File: src/rtl/mem_arbiter.sv
`default_nettype none
// ============================================================================
// Module   : mem_arbiter
// Purpose  : Round-robin arbiter sharing one line-wide memory port between
//            the icache miss path and the dcache miss/writeback path.
// Revision : 1.0 - initial release
// ============================================================================
module mem_arbiter #(
    parameter int ADDR_W = 20,
    parameter int LINE_W = 128
) (
    input  logic              clk_i,
    input  logic              rsn_i,
    input  logic              ic_rqst_i,
    input  logic [ADDR_W-1:0] ic_addr_i,
    output logic              ic_data_ready_o,
    output logic [LINE_W-1:0] ic_data_o,
    output logic [ADDR_W-1:0] ic_addr_o,
    input  logic              dc_rqst_i,
    input  logic              dc_wr_i,
    input  logic [ADDR_W-1:0] dc_addr_i,
    input  logic [LINE_W-1:0] dc_wdata_i,
    output logic              dc_data_ready_o,
    output logic [LINE_W-1:0] dc_data_o,
    output logic [ADDR_W-1:0] dc_addr_o,
    output logic              mem_req_o,
    output logic              mem_we_o,
    output logic [ADDR_W-1:0] mem_addr_o,
    output logic [LINE_W-1:0] mem_wdata_o,
    input  logic [LINE_W-1:0] mem_rdata_i,
    input  logic              mem_ack_i,
    output logic              busy_o
);

    typedef enum logic [1:0] {
        IDLE = 2'd0,
        BUSY = 2'd1,
        RESP = 2'd2
    } state_t;

    localparam logic [ADDR_W-1:0] LINE_MASK = ~{{(ADDR_W-4){1'b0}}, 4'hF};

    state_t            state_q, state_d;
    logic              last_d_q, last_d_d;   // 1 = dcache held the previous grant
    logic              gnt_d_q, gnt_d_d;     // 1 = current transaction is the dcache's
    logic [ADDR_W-1:0] addr_q, addr_d;
    logic              we_q, we_d;
    logic [LINE_W-1:0] wdata_q, wdata_d;
    logic [LINE_W-1:0] ic_data_q, ic_data_d;
    logic [ADDR_W-1:0] ic_addr_q, ic_addr_d;
    logic [LINE_W-1:0] dc_data_q, dc_data_d;
    logic [ADDR_W-1:0] dc_addr_q, dc_addr_d;
    logic              pick_d;

    always_comb begin
        state_d   = state_q;
        last_d_d  = last_d_q;
        gnt_d_d   = gnt_d_q;
        addr_d    = addr_q;
        we_d      = we_q;
        wdata_d   = wdata_q;
        ic_data_d = ic_data_q;
        ic_addr_d = ic_addr_q;
        dc_data_d = dc_data_q;
        dc_addr_d = dc_addr_q;
        // dcache wins when alone, or on a conflict when icache went last
        pick_d    = dc_rqst_i && (!ic_rqst_i || !last_d_q);

        case (state_q)
            IDLE: begin
                if (ic_rqst_i || dc_rqst_i) begin
                    gnt_d_d  = pick_d;
                    last_d_d = pick_d;
                    addr_d   = (pick_d ? dc_addr_i : ic_addr_i) & LINE_MASK;
                    we_d     = pick_d && dc_wr_i;
                    wdata_d  = (pick_d && dc_wr_i) ? dc_wdata_i : '0;
                    state_d  = BUSY;
                end
            end
            BUSY: begin
                if (mem_ack_i) begin
                    if (gnt_d_q) begin
                        dc_addr_d = addr_q;
                        if (!we_q) begin
                            dc_data_d = mem_rdata_i;
                        end
                    end else begin
                        ic_addr_d = addr_q;
                        ic_data_d = mem_rdata_i;
                    end
                    state_d = RESP;
                end
            end
            RESP:    state_d = IDLE;
            default: state_d = IDLE;
        endcase
    end

    always_ff @(posedge clk_i or negedge rsn_i) begin
        if (!rsn_i) begin
            state_q   <= IDLE;
            last_d_q  <= 1'b1;
            gnt_d_q   <= 1'b0;
            addr_q    <= '0;
            we_q      <= 1'b0;
            wdata_q   <= '0;
            ic_data_q <= '0;
            ic_addr_q <= '0;
            dc_data_q <= '0;
            dc_addr_q <= '0;
        end else begin
            state_q   <= state_d;
            last_d_q  <= last_d_d;
            gnt_d_q   <= gnt_d_d;
            addr_q    <= addr_d;
            we_q      <= we_d;
            wdata_q   <= wdata_d;
            ic_data_q <= ic_data_d;
            ic_addr_q <= ic_addr_d;
            dc_data_q <= dc_data_d;
            dc_addr_q <= dc_addr_d;
        end
    end

    assign mem_req_o       = (state_q == BUSY);
    assign mem_we_o        = we_q;
    assign mem_addr_o      = addr_q;
    assign mem_wdata_o     = wdata_q;
    assign busy_o          = (state_q != IDLE);
    assign ic_data_ready_o = (state_q == RESP) && !gnt_d_q;
    assign dc_data_ready_o = (state_q == RESP) &&  gnt_d_q;
    assign ic_data_o       = ic_data_q;
    assign ic_addr_o       = ic_addr_q;
    assign dc_data_o       = dc_data_q;
    assign dc_addr_o       = dc_addr_q;

endmodule
`default_nettype wire
File: config.mk
export PLATFORM = sky130hd
export DESIGN_NAME = mem_arbiter
export DESIGN_NICKNAME = d
export VERILOG_FILES = /design/src/rtl/mem_arbiter.sv
export SDC_FILE = /design/constraint.sdc
export NUM_CORES = 1
export LEC_CHECK = 0
export BUFFER_PORTS_ARGS = -buffer_cell sky130_fd_sc_hd__buf_2
export CORE_AREA = 2 2 289 291
export CTS_CLUSTER_DIAMETER = 60
export DETAILED_ROUTE_END_ITERATION = 6
export DIE_AREA = 0 0 291 293
export PLACE_DENSITY = 0.42
export SLEW_MARGIN = 20
export SYNTH_ARGS = -nofsm -noshare
export SYNTH_HDL_FRONTEND = slang
export SYNTH_SLANG_ARGS = --single-unit
File: constraint.sdc
create_clock -name clk_i -period 1.6 [get_ports clk_i]
set_clock_uncertainty 0.15 [all_clocks]
set_input_delay 0.16 -clock clk_i [delete_from_list [all_inputs] [get_ports clk_i]]
set_output_delay 0.16 -clock clk_i [all_outputs]
set_load 0.01 [all_outputs]
# Yosys cells after proc, flatten, opt, wreduce, memory -nomap -nowiden
# Cells that the tools add are included.
# Widths: inputs -> output; s select.
# word_totals
input_bits	302
wordCells	37
reg_bits	437
# op_classes
mux	5
n_reduce_logical	16
eq_ne	4
n_bitwise	2
# op_table
cell	count
$mux 128	1
$mux 20	1
$reduce_and 3->1	2
$logic_and 1x1->1	4
$mux 2	2
$pmux 2 s2	1
$reduce_and 2->1	2
$reduce_and 4->1	1
$logic_not 1->1	3
$eq 2x1->1 const B	1
$eq 2x2->1 const B	1
$logic_not 2->1	1
$logic_or 1x1->1	2
$ne 2x1->1 const B	1
$ne 2x2->1 const B	1
$not 1->1	2
$reduce_bool 2->1	1

# Depth between registers and ports, before layout
# logic_depth
depth_word	5
depth_mapped	6

# Worst setup path after synthesis
# Ideal clock, no wire load.
# synth_path
kind	register -> register
from	register last_d_q
to	register addr_q[10], in the netlist mem_addr_o[10]
t_arrival_ns	1.500
path_buffers	2
path_slack_ns	-0.175
synth_period_minus_slack_ns	1.775
path_stages_with_launch	6
path_cell_list	dfstp_2 > a21bo_2 > buf_2 > buf_6 > mux2_2 > mux2_2
# synth_via
elab_chain_len	4
# synth_lines
element	line_no	text
start: declaration	44	logic last_d_q, last_d_d;
start signal: assignment	113	last_d_q <= last_d_d;
$logic_not 1->1	67	pick_d = dc_rqst_i && (!ic_rqst_i || !last_d_q);
$logic_or 1x1->1	67	
$logic_and 1x1->1	67	
$mux 20	74	addr_d = (pick_d ? dc_addr_i : ic_addr_i) & LINE_MASK;
end signal: assignment	115	addr_q <= addr_d;
end: declaration	46	logic [ADDR_W-1:0] addr_q, addr_d;
# Every way passes these cells.
# A chain may end at the register's enable or synchronous reset.

# Worst setup path in the final report
# layout_path
from	register state_q[1]
to	register ic_data_q[99], in the netlist ic_data_o[99]
# layout_via
elab_chain_len	2
# layout_lines
element	line_no	text
start: declaration	43	state_t state_q, state_d;
start signal: assignment	112	state_q <= state_d;
$eq 2x1->1	69	case (state_q)
$reduce_and 3->1 (no source line)	n/a	
end signal: assignment	118	ic_data_q <= ic_data_d;
end: declaration	49	logic [LINE_W-1:0] ic_data_q, ic_data_d;
# Every way passes these cells.

==> impl_results.md <==
- GRT Util Overall: 13.6%
- Outcome: finished with violations
- Final net count: 2430
- RSZ-0062 raised after global routing: true
- Critical Path Sink Type: flop
- CP Class: reg -> reg
- Wirelength per Cell: 19.7 microns
- Crit path max fanout: 8
- Clock Tree Root: clkbuf_16
- Final setup violation count: 425
- Syn Inst Count: 979
- Hold/Removal Path Class: in -> reg
- Die H: 293 microns
- Die area: 85300 sq um
- # rows: 105
- CTS tree: built
- Main area contributors after synthesis: dfrtp_1 (66%), mux2_2 (17%), a22o_1 (6.7%)
- Via density: 4.03
- Netlist cell types: 26
- Failing checks: negative setup slack
- DRC: 0
- Worst vdd ir: 0.837 mV
- Worst-path clk slew: 0.06 ns
- Crit path required time: 1.92 ns
- Via count: 13100
- Fillers: 8050
- Crit path DAT: 2.26 ns
- Period Utilization, post-route: 121%
- Clock sink count: 437
- Power Total: 54.8 mW
- Antenna cells: 0
- Leak pwr: 14.2 nW
- Critical Path Source Type: flop
- Share of layout cells above drive strength 1: 59.4%
- Longest Clk Path Bufs: 3
- Footprint of the multi-input gates: 5870 sq um
- Largest net degree at the start of global routing: 74
- CTS H-Tree Depth: 2
- Area Overhead vs Synth: 72.3%
- Chip Width: 291 microns
- Vias in the first global route: 14300
- I/O Buffers: 730
- Initial core utilization: 20.3%
- Final hold viol count: 0
- First-pass GRT wire length: 89400 microns
- Pwr/cell area: 1910 nW/um^2
- Max-slew violations: 0
- Drt pass-1 iters: 4
- Cell taking the most area after synthesis: dfrtp_1
- Initial drt markers: 317
- Skew-Pair Late Insertion Delay: 0.59 ns
- Number of synthesis warnings: 0
- Total CTS buffers: 53
- Post-route ant nets: 0
- Final wirelength: 63700 microns
- Register area share after synthesis: 65.7%
- Core area: 81800 sq um
- Final Critical Period: 1.93 ns
- Max-cap viol count: 0
- Final setup margin: -0.334 ns
- Placement-stage cell area: 22200 sq um
- Setup WS pre-CTS: -0.330 ns
- #FFs+latches synth: 437
- Fmax: 517 MHz
- HPWL Detailed: 43100 microns
- Top Ports: 751
- Antenna violations before repair: 3
- Synth top area share: 65.5%
- FF+latch area: 10900 sq um
- Final Cell Area: 28700 sq um
- Synthesized cell area: 16600 sq um
- Syn Area/Cell: 17.0 sq um
- Gpl congestion: 0.798
- GRT Residual Overflow: 0
## state kept, by name, summed over array words and instances, names as in the netlist
signal,cells
mem_wdata_o,128
mem_addr_o,16
ic_data_o,128
dc_addr_o,16
ic_addr_o,16
mem_we_o,1
dc_data_o,128
state_q,2
gnt_d_q,1
last_d_q,1
## where the power goes
group / total (mW) / switching, mW / internal [mW]
Sequential: 19.3 / 3.11 / 16.2
Clock: 12.1 / 4.86 / 7.26
Combinational: 23.3 / 10.3 / 13.0
## area by class of cell
| class | instances | share of cell area, % |
|---|---|---|
| Sequential cell | 437 | 38.1 |
| Timing Repair Buffer | 1157 | 30.5 |
| Multi-Input combinational cell | 477 | 20.5 |
| Clock buffer | 85 | 5.77 |
| Inverter | 2 | 0.0262 |
| Clock inverter | 13 | 0.462 |
| Tap cell | 1070 | 4.67 |
## final timing paths
check / start / endpoint / slack [ns] / cells after the start
worst max-delay path: state_q[1] / ic_data_o[99] / -0.33 / 6
min in group asynchronous: rsn_i / dc_data_o[100] / 0.14 / 3
max in group asynchronous: rsn_i / mem_wdata_o[7] / 0.71 / 4
worst min-delay path: ic_rqst_i / gnt_d_q / 0.06 / 4
worst min register to register: dc_addr_o[5] / dc_addr_o[5] / 0.35 / 1
worst max register to register: state_q[1] / ic_data_o[99] / -0.33 / 6
## what timing repair did
action,CTS,global route
hold buffers,292,0
gates cloned,9,21
buffers inserted,10,14
setup endpoints to repair,425,441
hold endpoints to repair,838,0
pin swaps,2,3
resized for setup,103,122
## synthesized netlist by cell type
master	count
buf_6	12
clkbuf_1	5
dfstp_2	1
o21ai_0	1
o21ai_1	1
a21boi_0	1
nor2b_4	1
inv_1	2
nand4b_4	1
mux2_4	60
buf_4	24
mux2_1	11
and3b_1	2
mux2_2	251
a21o_1	1
nor2_1	1
nand2b_1	1
conb_1	1
and3_1	1
nor3b_1	1
nor2_2	1
a21bo_2	1
buf_12	7
dfrtp_1	436
a22o_1	128
buf_2	27
## critical path, stage by stage, from the launching register on
cell and delay (ns):
dfrtp_1 0.41, and3b_1 0.25, nor2b_4 0.17, buf_12 0.16, buf_16 0.17, clkbuf_16 0.19, mux2_4 0.29
## cells by family (layout without fill, tap and decap cells)
logic type / after synthesis / count (layout) / share of synthesized area [%]
AO/OA/AOI/OAI: 133 / 133 / 6.94
buffers and inverters: 77 / 1257 / 3.70
multiplexers: 322 / 322 / 23.1
flip-flops: 437 / 437 / 65.7
AND/OR/NAND/NOR: 9 / 10 / 0.511
other: 1 / 12 / 0.0225
## per-layer routing
metal	share of wire (%)	routed length, microns	GRT usage [%]	vias to the layer above
met1	41	25900	16.1	6571
met5	0.036	23	0	-
met3	5.7	3640	3.31	111
met4	3.1	2000	4.70	4
li1	-	-	-	5845
met2	50	32200	24.0	535
## cell usage in the layout, fill, tap and decap left out, types with 2 or more instances in the layout
cell type,instances
buf_2,725
buf_16,14
buf_8,20
a22o_1,128
clkbuf_16,69
clkinv_4,2
inv_6,4
mux2_4,238
clkbuf_8,21
clkbuf_1,11
clkinv_2,3
buf_12,30
mux2_2,84
clkinvlp_4,2
and3b_1,2
dfrtp_1,435
buf_6,16
inv_2,2
conb_1,12
buf_4,45
nor2_4,2
dlygate4sd3_1,291
## through the flow
| step | instances | hold WS, ns | setup TNS, ns | utilization [%] |
|---|---|---|---|---|
| 4_1_cts | 3210 | 0.0536 | -93.44 | 33.8 |
| 5_1_grt | 3241 | 0.0638 | -123.67 | 35.1 |
| 3_3_place_gp | 2801 | -0.0467 | -82.10 | 27.2 |
| 3_5_place_dp | 2801 | -0.0483 | -83.45 | 27.2 |
| 6_report | 3241 | 0.0629 | -85.02 | 35.1 |
| 2_1_floorplan | 990 | -0.286 | -21.21 | - |
Note: power is estimated with default switching activity, not from simulation.
